**config.mk**
```make
export PLATFORM = sky130hd
export DESIGN_NAME = sgd_server_round_sched
export DESIGN_NICKNAME = d
export VERILOG_FILES = /design/src/rtl/sgd_server_round_sched.sv
export SDC_FILE = /design/constraint.sdc
export NUM_CORES = 1
export LEC_CHECK = 0
export ABC_AREA = 1
export ABC_CLOCK_PERIOD_IN_PS = 3750
export CAP_MARGIN = 20
export CORE_MARGIN = 3
export CORE_UTILIZATION = 45
export DETAILED_ROUTE_END_ITERATION = 8
export PLACE_DENSITY = 0.75
export SKIP_LAST_GASP = 1
export SLEW_MARGIN = 20
export SYNTH_ARGS = -nofsm -noshare
export SYNTH_HDL_FRONTEND = slang
export SYNTH_SLANG_ARGS = --single-unit
```
**constraint.sdc**
```tcl
create_clock -name clk -period 3.75 [get_ports clk]
set_input_delay 0.9375 -clock clk [delete_from_list [all_inputs] [get_ports clk]]
set_output_delay 0.9375 -clock clk [all_outputs]
set_load 0.005 [all_outputs]
```
**src/rtl/sgd_server_round_sched.sv**
```systemverilog
// Round scheduler for the parameter-server receive path: counts per-worker
// gradient beats and pops one chunk from every active worker at once.
module sgd_server_round_sched #(
  parameter int WORKER_NUM = 4,
  parameter int ENGINE_NUM = 8,
  parameter int CNT_W      = 6,
  parameter int TO_W       = 24
) (
  input  logic                  clk,
  input  logic                  rst,
  input  logic                  cfg_enable,
  input  logic [WORKER_NUM-1:0] cfg_worker_mask,
  input  logic [3:0]            cfg_gap,
  input  logic [TO_W-1:0]       cfg_timeout,
  input  logic [WORKER_NUM-1:0] beat_wr,
  output logic [WORKER_NUM-1:0] rd_en,
  output logic                  round_done,
  output logic [31:0]           round_cnt,
  output logic [WORKER_NUM-1:0] straggler,
  output logic                  timeout_pulse,
  output logic                  err_ovf,
  output logic                  busy
);

  localparam int IDX_W = (ENGINE_NUM > 1) ? $clog2(ENGINE_NUM) : 1;
  localparam logic [IDX_W-1:0] IDX_LAST = IDX_W'(ENGINE_NUM - 1);
  localparam logic [CNT_W-1:0] CNT_MAX  = '1;

  typedef enum logic [1:0] {IDLE, WAIT_ALL, RELEASE, GAP} state_t;

  state_t                           state;
  logic [WORKER_NUM-1:0][IDX_W-1:0] beat_idx;
  logic [WORKER_NUM-1:0][CNT_W-1:0] chunk_cnt;
  logic [WORKER_NUM-1:0]            ready;
  logic [WORKER_NUM-1:0]            chunk_done;
  logic                             all_ready;
  logic                             any_ready;
  logic                             rel;
  logic [3:0]                       gap_cnt;
  logic [TO_W-1:0]                  to_cnt;
  logic [TO_W-1:0]                  to_inc;

  always_comb begin
    ready      = '0;
    chunk_done = '0;
    for (int m = 0; m < WORKER_NUM; m++) begin
      ready[m]      = (chunk_cnt[m] != '0);
      chunk_done[m] = beat_wr[m] && (beat_idx[m] == IDX_LAST);
    end
  end

  assign all_ready = (cfg_worker_mask != '0) &&
                     ((ready & cfg_worker_mask) == cfg_worker_mask);
  assign any_ready = |(ready & cfg_worker_mask);
  assign rel       = (state == RELEASE);
  assign to_inc    = to_cnt + TO_W'(1);

  // Per-worker beat/chunk counting; a completion and a release on the same
  // cycle cancel, a completion at saturation is dropped and flagged.
  always_ff @(posedge clk) begin
    if (rst) begin
      beat_idx  <= '0;
      chunk_cnt <= '0;
      err_ovf   <= 1'b0;
    end else begin
      for (int m = 0; m < WORKER_NUM; m++) begin
        if (!cfg_worker_mask[m]) begin
          beat_idx[m]  <= '0;
          chunk_cnt[m] <= '0;
        end else begin
          if (beat_wr[m])
            beat_idx[m] <= (beat_idx[m] == IDX_LAST) ? '0 : beat_idx[m] + 1'b1;
          if (chunk_done[m] && !rel) begin
            if (chunk_cnt[m] == CNT_MAX) err_ovf <= 1'b1;
            else                         chunk_cnt[m] <= chunk_cnt[m] + 1'b1;
          end else if (!chunk_done[m] && rel) begin
            chunk_cnt[m] <= chunk_cnt[m] - 1'b1;
          end
        end
      end
    end
  end

  always_ff @(posedge clk) begin
    if (rst) begin
      state         <= IDLE;
      rd_en         <= '0;
      round_done    <= 1'b0;
      round_cnt     <= '0;
      straggler     <= '0;
      timeout_pulse <= 1'b0;
      busy          <= 1'b0;
      gap_cnt       <= '0;
      to_cnt        <= '0;
    end else begin
      rd_en         <= '0;
      round_done    <= 1'b0;
      timeout_pulse <= 1'b0;
      case (state)
        IDLE: begin
          if (cfg_enable) begin
            state <= WAIT_ALL;
            busy  <= 1'b1;
          end
        end
        WAIT_ALL: begin
          if (!cfg_enable) begin
            state  <= IDLE;
            busy   <= 1'b0;
            to_cnt <= '0;
          end else if (all_ready) begin
            state      <= RELEASE;
            rd_en      <= cfg_worker_mask;
            round_done <= 1'b1;
            to_cnt     <= '0;
          end else if ((cfg_timeout != '0) && any_ready) begin
            // Someone is ready but not everyone: a straggler is holding the round.
            if (to_inc == cfg_timeout) begin
              timeout_pulse <= 1'b1;
              straggler     <= straggler | (cfg_worker_mask & ~ready);
              to_cnt        <= '0;
            end else begin
              to_cnt <= to_inc;
            end
          end else begin
            to_cnt <= '0;
          end
        end
        RELEASE: begin
          round_cnt <= round_cnt + 32'd1;
          to_cnt    <= '0;
          if (cfg_gap != 4'd0) begin
            state   <= GAP;
            gap_cnt <= cfg_gap - 4'd1;
          end else begin
            state <= WAIT_ALL;
          end
        end
        GAP: begin
          if (!cfg_enable) begin
            state <= IDLE;
            busy  <= 1'b0;
          end else if (gap_cnt == 4'd0) begin
            state <= WAIT_ALL;
          end else begin
            gap_cnt <= gap_cnt - 4'd1;
          end
        end
        default: begin
          state <= IDLE;
          busy  <= 1'b0;
        end
      endcase
    end
  end

endmodule
```
# [Word level (Yosys, flattened, before mapping)]
# Index checks and enable logic that the tools add are counted.
[op_classes] add_sub_neg=16 n_mul=0 div_mod_pow=0 n_lt_le_gt_ge=0 eq_ne=24 shifts=0 muxes=49 n_bitwise=12 n_reduce_logical=52
[ops] op="$mux W24" count=4
[ops] op="$mux W6" count=12
[ops] op="$pmux W24 S2" count=1
[ops] op="$add A32 B1 Y32 const B" count=1
[ops] op="$add A24 B1 Y24 const B" count=1
[ops] op="$add A6 B1 Y6 const B" count=4
[ops] op="$eq A24 B24 Y1" count=1
[ops] op="$eq A6 B6 Y1 const B" count=4
[ops] op="$reduce_bool A24 Y1" count=1
[ops] op="$reduce_bool A6 Y1" count=4
[ops] op="$sub A6 B1 Y6 const B" count=4
[ops] op="$mux W1" count=16
[ops] op="$ne A2 B2 Y1 const B" count=8
[ops] op="$logic_and A1 B1 Y1" count=14
[ops] op="$reduce_bool A2 Y1" count=7
[ops] op="$add A3 B1 Y3 const B" count=4
[ops] op="$eq A3 B3 Y1 const B" count=4
[ops] op="$mux W2" count=6
[ops] op="$mux W3" count=4
[ops] op="$mux W4" count=3
[ops] op="$reduce_or A2 Y1" count=5
[ops] op="$and A4 B4 Y4" count=2
[ops] op="$not A1 Y1" count=8
[ops] op="$pmux W2 S4" count=1
[ops] op="other kinds (21)" count=34
[totals] register_bits=110 latch_bits=0 ramBits=0 rom_bits=0 in_bits=39 wordCells=171 memories=0

# [Depth between registers and ports, before layout]
# Gate-level depths: netlist (run 1).
[logic_depth] depth_word=14 depth_mapped=17

# [Least setup slack after synthesis (run 1)]
# Ideal clock, no wire load.
[synth_timing] path_type="input-to-reg" start="input port beat_wr[1]" end="register chunk_cnt[11] (netlist bit)" setup_ns=0.070 t_arrival_ns=2.553 setup_slack_ns=1.127 stages=11 path_cell_list="inv_1 nor3_1 inv_1 ha_1 a21oi_1 nand2_1 a21oi_1 o21bai_1 o21ai_0 o21ai_0 a21oi_1"
[synth_between] elab_chain_cells=5 elab_cells_between_ends=8 classes_between="eq/ne: 1; mux: 1; reduce/logical: 6"
[synth_lines] item="start, declared" line="15" text="input logic [WORKER_NUM-1:0] beat_wr,"
[synth_lines] item="$logic_and A1 B1 Y1 (*)" line="48" text="chunk_done[m] = beat_wr[m] && (beat_idx[m] == IDX_LAST);"
[synth_lines] item="$logic_not A1 Y1" line="76" text="end else if (!chunk_done[m] && rel) begin"
[synth_lines] item="$logic_and A1 B1 Y1" line="76"
[synth_lines] item="$reduce_bool A2 Y1 (no source line)"
[synth_lines] item="$reduce_and A2 Y1 (no source line)"
[synth_lines] item="end signal, assigned by index" line="75" text="else chunk_cnt[m] <= chunk_cnt[m] + 1'b1;"
[synth_lines] item="end signal, assigned by index" line="77" text="chunk_cnt[m] <= chunk_cnt[m] - 1'b1;"
[synth_lines] item="end, declared" line="33" text="logic [WORKER_NUM-1:0][CNT_W-1:0] chunk_cnt;"
# Mark *: on every way between the ends. The rest lies on a longest branch, timed or not.
# A chain may end at the register's enable or synchronous reset.

# [Worst setup path after layout (run 1)]
[layout_timing] start="input port beat_wr[0]" end="register chunk_cnt[5] (netlist bit)"
# Same word-level chain as after synthesis.

==> impl_results.md, run 1 <==
- Outcome: finished, final reports clean
- Initial antenna violation count: 0
- Compound-gate portion of the synthesized area: 0.142
- Crit start category: primary input
- Net Sw Frac: 0.363
- DP Wirelength: 13,300 µm
- Largest family of logic cells by synthesized area: simple AND/OR/NAND/NOR gates
- Simple-Gate Fraction of Synth Area: 0.362
- Synth Area per Inst: between 6 and 7 µm²
- TritonCTS Buffers: 9
- Crit path required time: around 4 ns
- Pin count of the biggest net entering global routing: 27
- CTS root buf: clkbuf_16
- Vert. Die Dim: ~130 µm
- CTS tree: yes
- Synthesized instance count: between 1,000 and 1,500
- FP Rows: 45
- Worst slew pin tran: 0.939 ns
- Die W: 132 µm
- Post-CTS Setup Inserts: 0
- Crit-path max FO: 5
- Max-slew violation count: 0
- Fin crit period: 2.99 ns
- Pwr Density: 379 nW/µm²
- Peak Freq: between 300 and 400 MHz
- Final ANT Viol Nets: 0
- Xor/xnor share of the synthesized area: 0.0270
- # nets final: 1,227
- Crit path kind: primary input to register
- WL/cell: between 10 and 15 µm
- Total power: 3210 µW
- # diodes: 0
- Clock tree buffer depth: 2
- Net Switching: about 1200 µW
- Netlist Area Pre-Place: approximately 7100 µm²
- Clock share of power: 0.307
- Drt pass-1 iters: 5
- Post-synthesis adder-cell area fraction: 0.0674
- Cell Int Power: 2040 µW
- Yosys top cell area share: 0.309
- First-pass GRT wire length: 30,900 µm
- Grt ovf: 0
- Hold Vio Cnt, Final: 0
- MaxCap Viol Count: 0
- RSZ-0062 raised after global routing: false
- Proportion of layout cells with a drive suffix above 1: 0.0743
- Synthesized flop and latch total: 110
- Vias per cell: ~5.2
- Worst Hold Class: register to register
- Leakage: 0.00353 µW
- Vias post-DR: 7,088
- Seq/Total Area, Yosys: 0.309
- Arrival time at the worst endpoint: 3.30 ns
- Final worst path period share: 0.799
- Synth area leader: dfxtp_1
- Initial DRC Count: slightly above 500
- Initial Util: 0.464
- Post-synth cell types: 39
- Full die area: 17,400 µm²
- Skew final: roughly 0.0089 ns
- Area grow syn2layout: 18.5%
- CTS H-tree depth: 3
- Multiplexer share of the synthesized area: 0
- Setup_tns: 0 ns
- Clk_lat worst skew: 0.37 ns
- Clock sink total: 110
- Worst-path clk slew: roughly 0.08 ns
- Combinational Power Share: 0.283
- Worst IR Drop VDD: ~0.30 mV
- # DRC: 0
- Vias in the first global route: between 6,000 and 7,000
- Final setup viols: 0
- Rel. slew slack: 0.373
- Reg power frac: 0.410
- IO Count: slightly above 80
- Routability congestion estimate: 0.907
- Synthesis warning total: 0
- Core box area: 15,400 µm²
- Cts repair resizes: 0
- Total GRT Usage: 0.210
- Hold-fix buffer count after cts: 0
- Post-Syn Nets: 1,147
- Top cells by area, synth: dfxtp_1 31%, nand2_1 13%, inv_1 7.7%, nor2_1 5.8%, nand3_1 5.8%
- CP Capture Type: register
- Buffers on Ports: 82
- Routed WL: 18,000 µm
-- routing by layer --
metal	global-route usage	up-vias	routed length [µm]
met2	0.360	154	8550
li1	-	3687	-
met1	0.270	3223	8420
met4	0.0578	0	278
met3	0.0397	24	781
met5	0	-	0
-- layout make-up --
cell class,instances,area (µm²)
fill,1468,6920
multi-input combinational,795,4270
sequential,110,2200
timing repair buffer,86,846
inverter,150,563
tap,211,264
clock buffer,9,225
clock inverter,7,75.1
-- Yosys cell counts, drive strengths merged --
cell / count
a31oi: 3
o22ai: 1
nand3: 102
o21ai: 57
xor2: 13
nor3: 24
nand2: 265
dfxtp: 110
a21oi: 99
buf: 6
and3: 2
nor3b: 1
clkbuf: 11
nor2: 122
o21bai: 5
nand3b: 5
inv: 149
nor4: 9
fa: 4
o21a: 3
nand4: 29
clkinv: 1
xnor2: 9
a211oi: 6
o211ai: 1
a41oi: 2
o2111ai: 1
ha: 32
-- per-stage QoR --
stage          worst slack (ns)  area [µm²]  hold slack, ns  utilization  cells
3_3_place_gp              0.522        8150           0.440        0.530   1352
2_1_floorplan              1.13        7130           0.422            -   1072
5_1_grt                   0.449        8450           0.480        0.550   1368
4_1_cts                   0.806        8450           0.467        0.550   1368
3_5_place_dp              0.417        8150           0.453        0.530   1352
6_report                  0.755        8450           0.462        0.550   1368
-- registers in the layout, summed over array words and instances (netlist names) --
signal,count
round_cnt,32
beat_idx,12
err_ovf,1
to_cnt,24
busy,1
rd_en,4
state,2
chunk_cnt,24
round_done,1
straggler,4
timeout_pulse,1
gap_cnt,4
-- kinds of logic after synthesis --
family                     count (synthesis)
xor gates and xnor gates                  22
AOI/OAI and AO/OA                        178
adders and majority gates                 36
and+or+nand+nor                          559
DFF                                      110
buffers and inverters                    167
-- power groups by stage --
stage	combinational (µW)	clock (µW)	sequential, µW
2_1_floorplan	638	0	1330
3_3_place_gp	886	0	1340
3_5_place_dp	899	0	1340
4_1_cts	905	1010	1310
5_1_grt	1030	1050	1330
6_report	907	984	1320
-- path summary, 6_finish.rpt --
path / from / to / slack [ns] / cells past startpoint
worst max-delay path: beat_wr[0] / chunk_cnt[5] / 0.76 / 12
worst min-delay path: straggler[1] / straggler[1] / 0.46 / 2
worst max register to register: state[0] / chunk_cnt[5] / 0.85 / 12
worst min register to register: straggler[1] / straggler[1] / 0.46 / 2
-- layout by cell type, fill, tap and decap left out, drive strengths merged, types with 2 or more instances in the layout --
master         instances
nand3                102
a41oi                  2
nor4                   9
buf                    5
xnor2                  9
o21a                   3
dfxtp                110
clkdlybuf4s50         81
a31oi                  3
clkinv                 4
nand4                 29
a211oi                 6
a21oi                 99
ha                    32
o21bai                 5
inv                  153
xor2                  13
and3                   2
nor3                  24
nand3b                 5
fa                     4
o21ai                 57
clkbuf                 9
nor2                 122
nand2                265
-- critical path: stages --
cell and delay (ns):
clkdlybuf4s50_1 0.53, nand2_1 0.09, nor2_1 0.29, inv_1 0.19
ha_1 0.37, a21oi_1 0.16, nand2_1 0.09, a21oi_1 0.14
o21bai_1 0.09, o22ai_1 0.19, o21ai_0 0.10, a21oi_1 0.13
Power figures use the tool's default switching activity.
==> run 2: changes to the inputs <==
--- a/config.mk
+++ b/config.mk
@@ -6,7 +6,7 @@
 export NUM_CORES = 1
 export LEC_CHECK = 0
 export ABC_AREA = 1
-export ABC_CLOCK_PERIOD_IN_PS = 3750
+export ABC_CLOCK_PERIOD_IN_PS = 3100
 export CAP_MARGIN = 20
 export CORE_MARGIN = 3
 export CORE_UTILIZATION = 45
==> constraint.sdc (replaced) <==
create_clock -name clk -period 3.1 [get_ports clk]
set_input_delay 0.775 -clock clk [delete_from_list [all_inputs] [get_ports clk]]
set_output_delay 0.775 -clock clk [all_outputs]
set_load 0.005 [all_outputs]
==> run 2 against run 1 <==
Cell count increased by 0.51%; power increased by 23%; clock power increased by 26%; critical endpoint is now chunk_cnt[11]; clock skew increased by 0.00089 ns; largest cell class unchanged; largest power group unchanged; design area increased by 0.98%; setup slack got worse by 0.36 ns; first-iteration DRC count decreased by 9.8%; combinational power increased by 23%; via count increased by 1.0%.
==> impl_results.md, run 2 (same netlist as run 1, synthesis figures left out) <==
- # DRC: 0
- Final core utilization: 0.555
- # nets final: 1,234
- Top reg by flops: round_cnt
- CP Capture Type: register
- Initial DRC Count: around 460
- Rel. slew slack: 0.482
- Initial antenna violation count: 0
- RSZ-0062 raised after global routing: false
- Final worst path period share: 0.874
- CTS H-tree depth: 3
- Cts repair resizes: 0
- Routed WL: between 15,000 and 20,000 µm
- Vias per cell: 5.21
- Full die area: between 15,000 and 20,000 µm²
- Drt pass-1 iters: 5
- Proportion of layout cells with a drive suffix above 1: 0.0808
- Final setup viols: 0
- Hold-fix buffer count after cts: 0
- Worst-path clk slew: about 0.080 ns
- Arrival time at the worst endpoint: 3.01 ns
- WL/cell: 13.2 µm
- Clock share of power: 0.313
- Clock sink total: 110
- Setup_tns: 0 ns
- First-pass GRT wire length: between 30,000 and 40,000 µm
- TritonCTS Buffers: 9
- Worst slew pin tran: 0.776 ns
- Reg power frac: 0.403
- Clk_lat worst skew: 0.36 ns
- Net Sw Frac: 0.348
- Crit path required time: between 3 and 4 ns
- Pwr Density: 463 nW/µm²
- Outcome: finished, final reports clean
- Core box area: 15,400 µm²
- CTS root buf: clkbuf_16
- Largest register FFs: 32
- Leading registers by flop count: round_cnt: 32 flops, chunk_cnt: 24 flops, to_cnt: 24 flops
- Area grow syn2layout: 19.6%
- Fin crit period: around 2.7 ns
- Commonest cells after routing, fill and taps aside: 253 x nand2_1, 147 x inv_1, 111 x nor2_1, 110 x dfxtp_1, 82 x nand3_1
- Crit start category: primary input
- Clock tree buffer depth: 2
- Total GRT Usage: 0.206
- Net Switching: 1370 µW
- Skew final: between 0.009 and 0.01 ns
- DP Wirelength: 13,600 µm
- FP Rows: 45
- Combinational Power Share: 0.284
- Pin count of the biggest net entering global routing: 42
- Total power: 3950 µW
- Worst Hold Class: register to register
- Die W: 132 µm
- Final ANT Viol Nets: 0
- Worst IR Drop VDD: 0.313 mV
- Vert. Die Dim: roughly 130 µm
- Max-slew violation count: 0
- MaxCap Viol Count: 0
- Leakage: 0.00356 µW
- Leading cell type in the layout, fill and taps excluded: nand2_1
- Crit-path max FO: 5
- CTS tree: yes
- Routability congestion estimate: 0.915
- Grt ovf: 0
- Hold Vio Cnt, Final: 0
- Cell Int Power: 2570 µW
- Buffers on Ports: 82
- Post-CTS Setup Inserts: 0
- Vias post-DR: 7,159
- IO Count: 83
- Crit path kind: primary input to register
- # diodes: 0
- Vias in the first global route: approximately 6,600
- Initial Util: 0.464
- Peak Freq: 369 MHz
## run 2: cell types whose count changed in the layout (fill, tap and decap cells not counted)
cell        change
ha_1            -1
clkinv_2        -1
inv_6           -1
buf_12          +1
clkinv_8        -1
clkinvlp_4      +2
ha_2            +1
buf_4           +6
bufinv_16       +1
## run 2: critical path, cell delays in order
cell and delay (ns):
clkdlybuf4s50_1 0.48, inv_1 0.07, nor3_1 0.27, inv_1 0.16, ha_1 0.36, a21oi_1 0.16, nand2_1 0.10, a21oi_1 0.14
o21bai_1 0.09, o21ai_0 0.19, o21ai_0 0.10, a21oi_1 0.12
## run 2: worst paths after layout
kind                        end  slack, ns  cells past startpoint         start
setup / recovery  chunk_cnt[11]       0.39                     12    beat_wr[1]
hold / removal     straggler[1]       0.45                      2  straggler[1]
setup reg to reg      to_cnt[3]       0.44                     14     to_cnt[1]
hold reg to reg    straggler[1]       0.45                      2  straggler[1]
## run 2: power groups by stage
stage | clock [µW] | combinational [µW] | sequential, µW
floorplan | 0 | 772 | 1600
global placement | 0 | 1100 | 1620
detailed placement | 0 | 1110 | 1620
CTS | 1270 | 1120 | 1590
global route | 1330 | 1270 | 1610
finish | 1240 | 1120 | 1590
## run 2: routing by layer
layer  wire, µm  track usage
met1       8530        0.269
met2       8490        0.347
met5          0            0
met3        829       0.0420
met4        316       0.0566
## run 2: layout make-up
| class | instances | area, µm² |
|---|---|---|
| Clock buffer | 9 | 225 |
| Inverter | 150 | 563 |
| Fill cell | 1489 | 6840 |
| Multi-Input combinational cell | 795 | 4280 |
| Sequential cell | 110 | 2200 |
| Timing Repair Buffer | 93 | 911 |
| Clock inverter | 7 | 90.1 |
| Tap cell | 211 | 264 |
## run 2: through the flow
| stage | worst slack (ns) | instance area [µm²] | hold slack (ns) | instances |
|---|---|---|---|---|
| after global routing | 0.0979 | 8530 | 0.492 | 1375 |
| final | 0.390 | 8530 | 0.455 | 1375 |
| after floorplan | 0.602 | 7130 | 0.422 | 1072 |
| after CTS | 0.297 | 8530 | 0.458 | 1375 |
| after detailed placement | 0.0175 | 8210 | 0.442 | 1359 |
| after global placement | 0.139 | 8210 | 0.439 | 1359 |
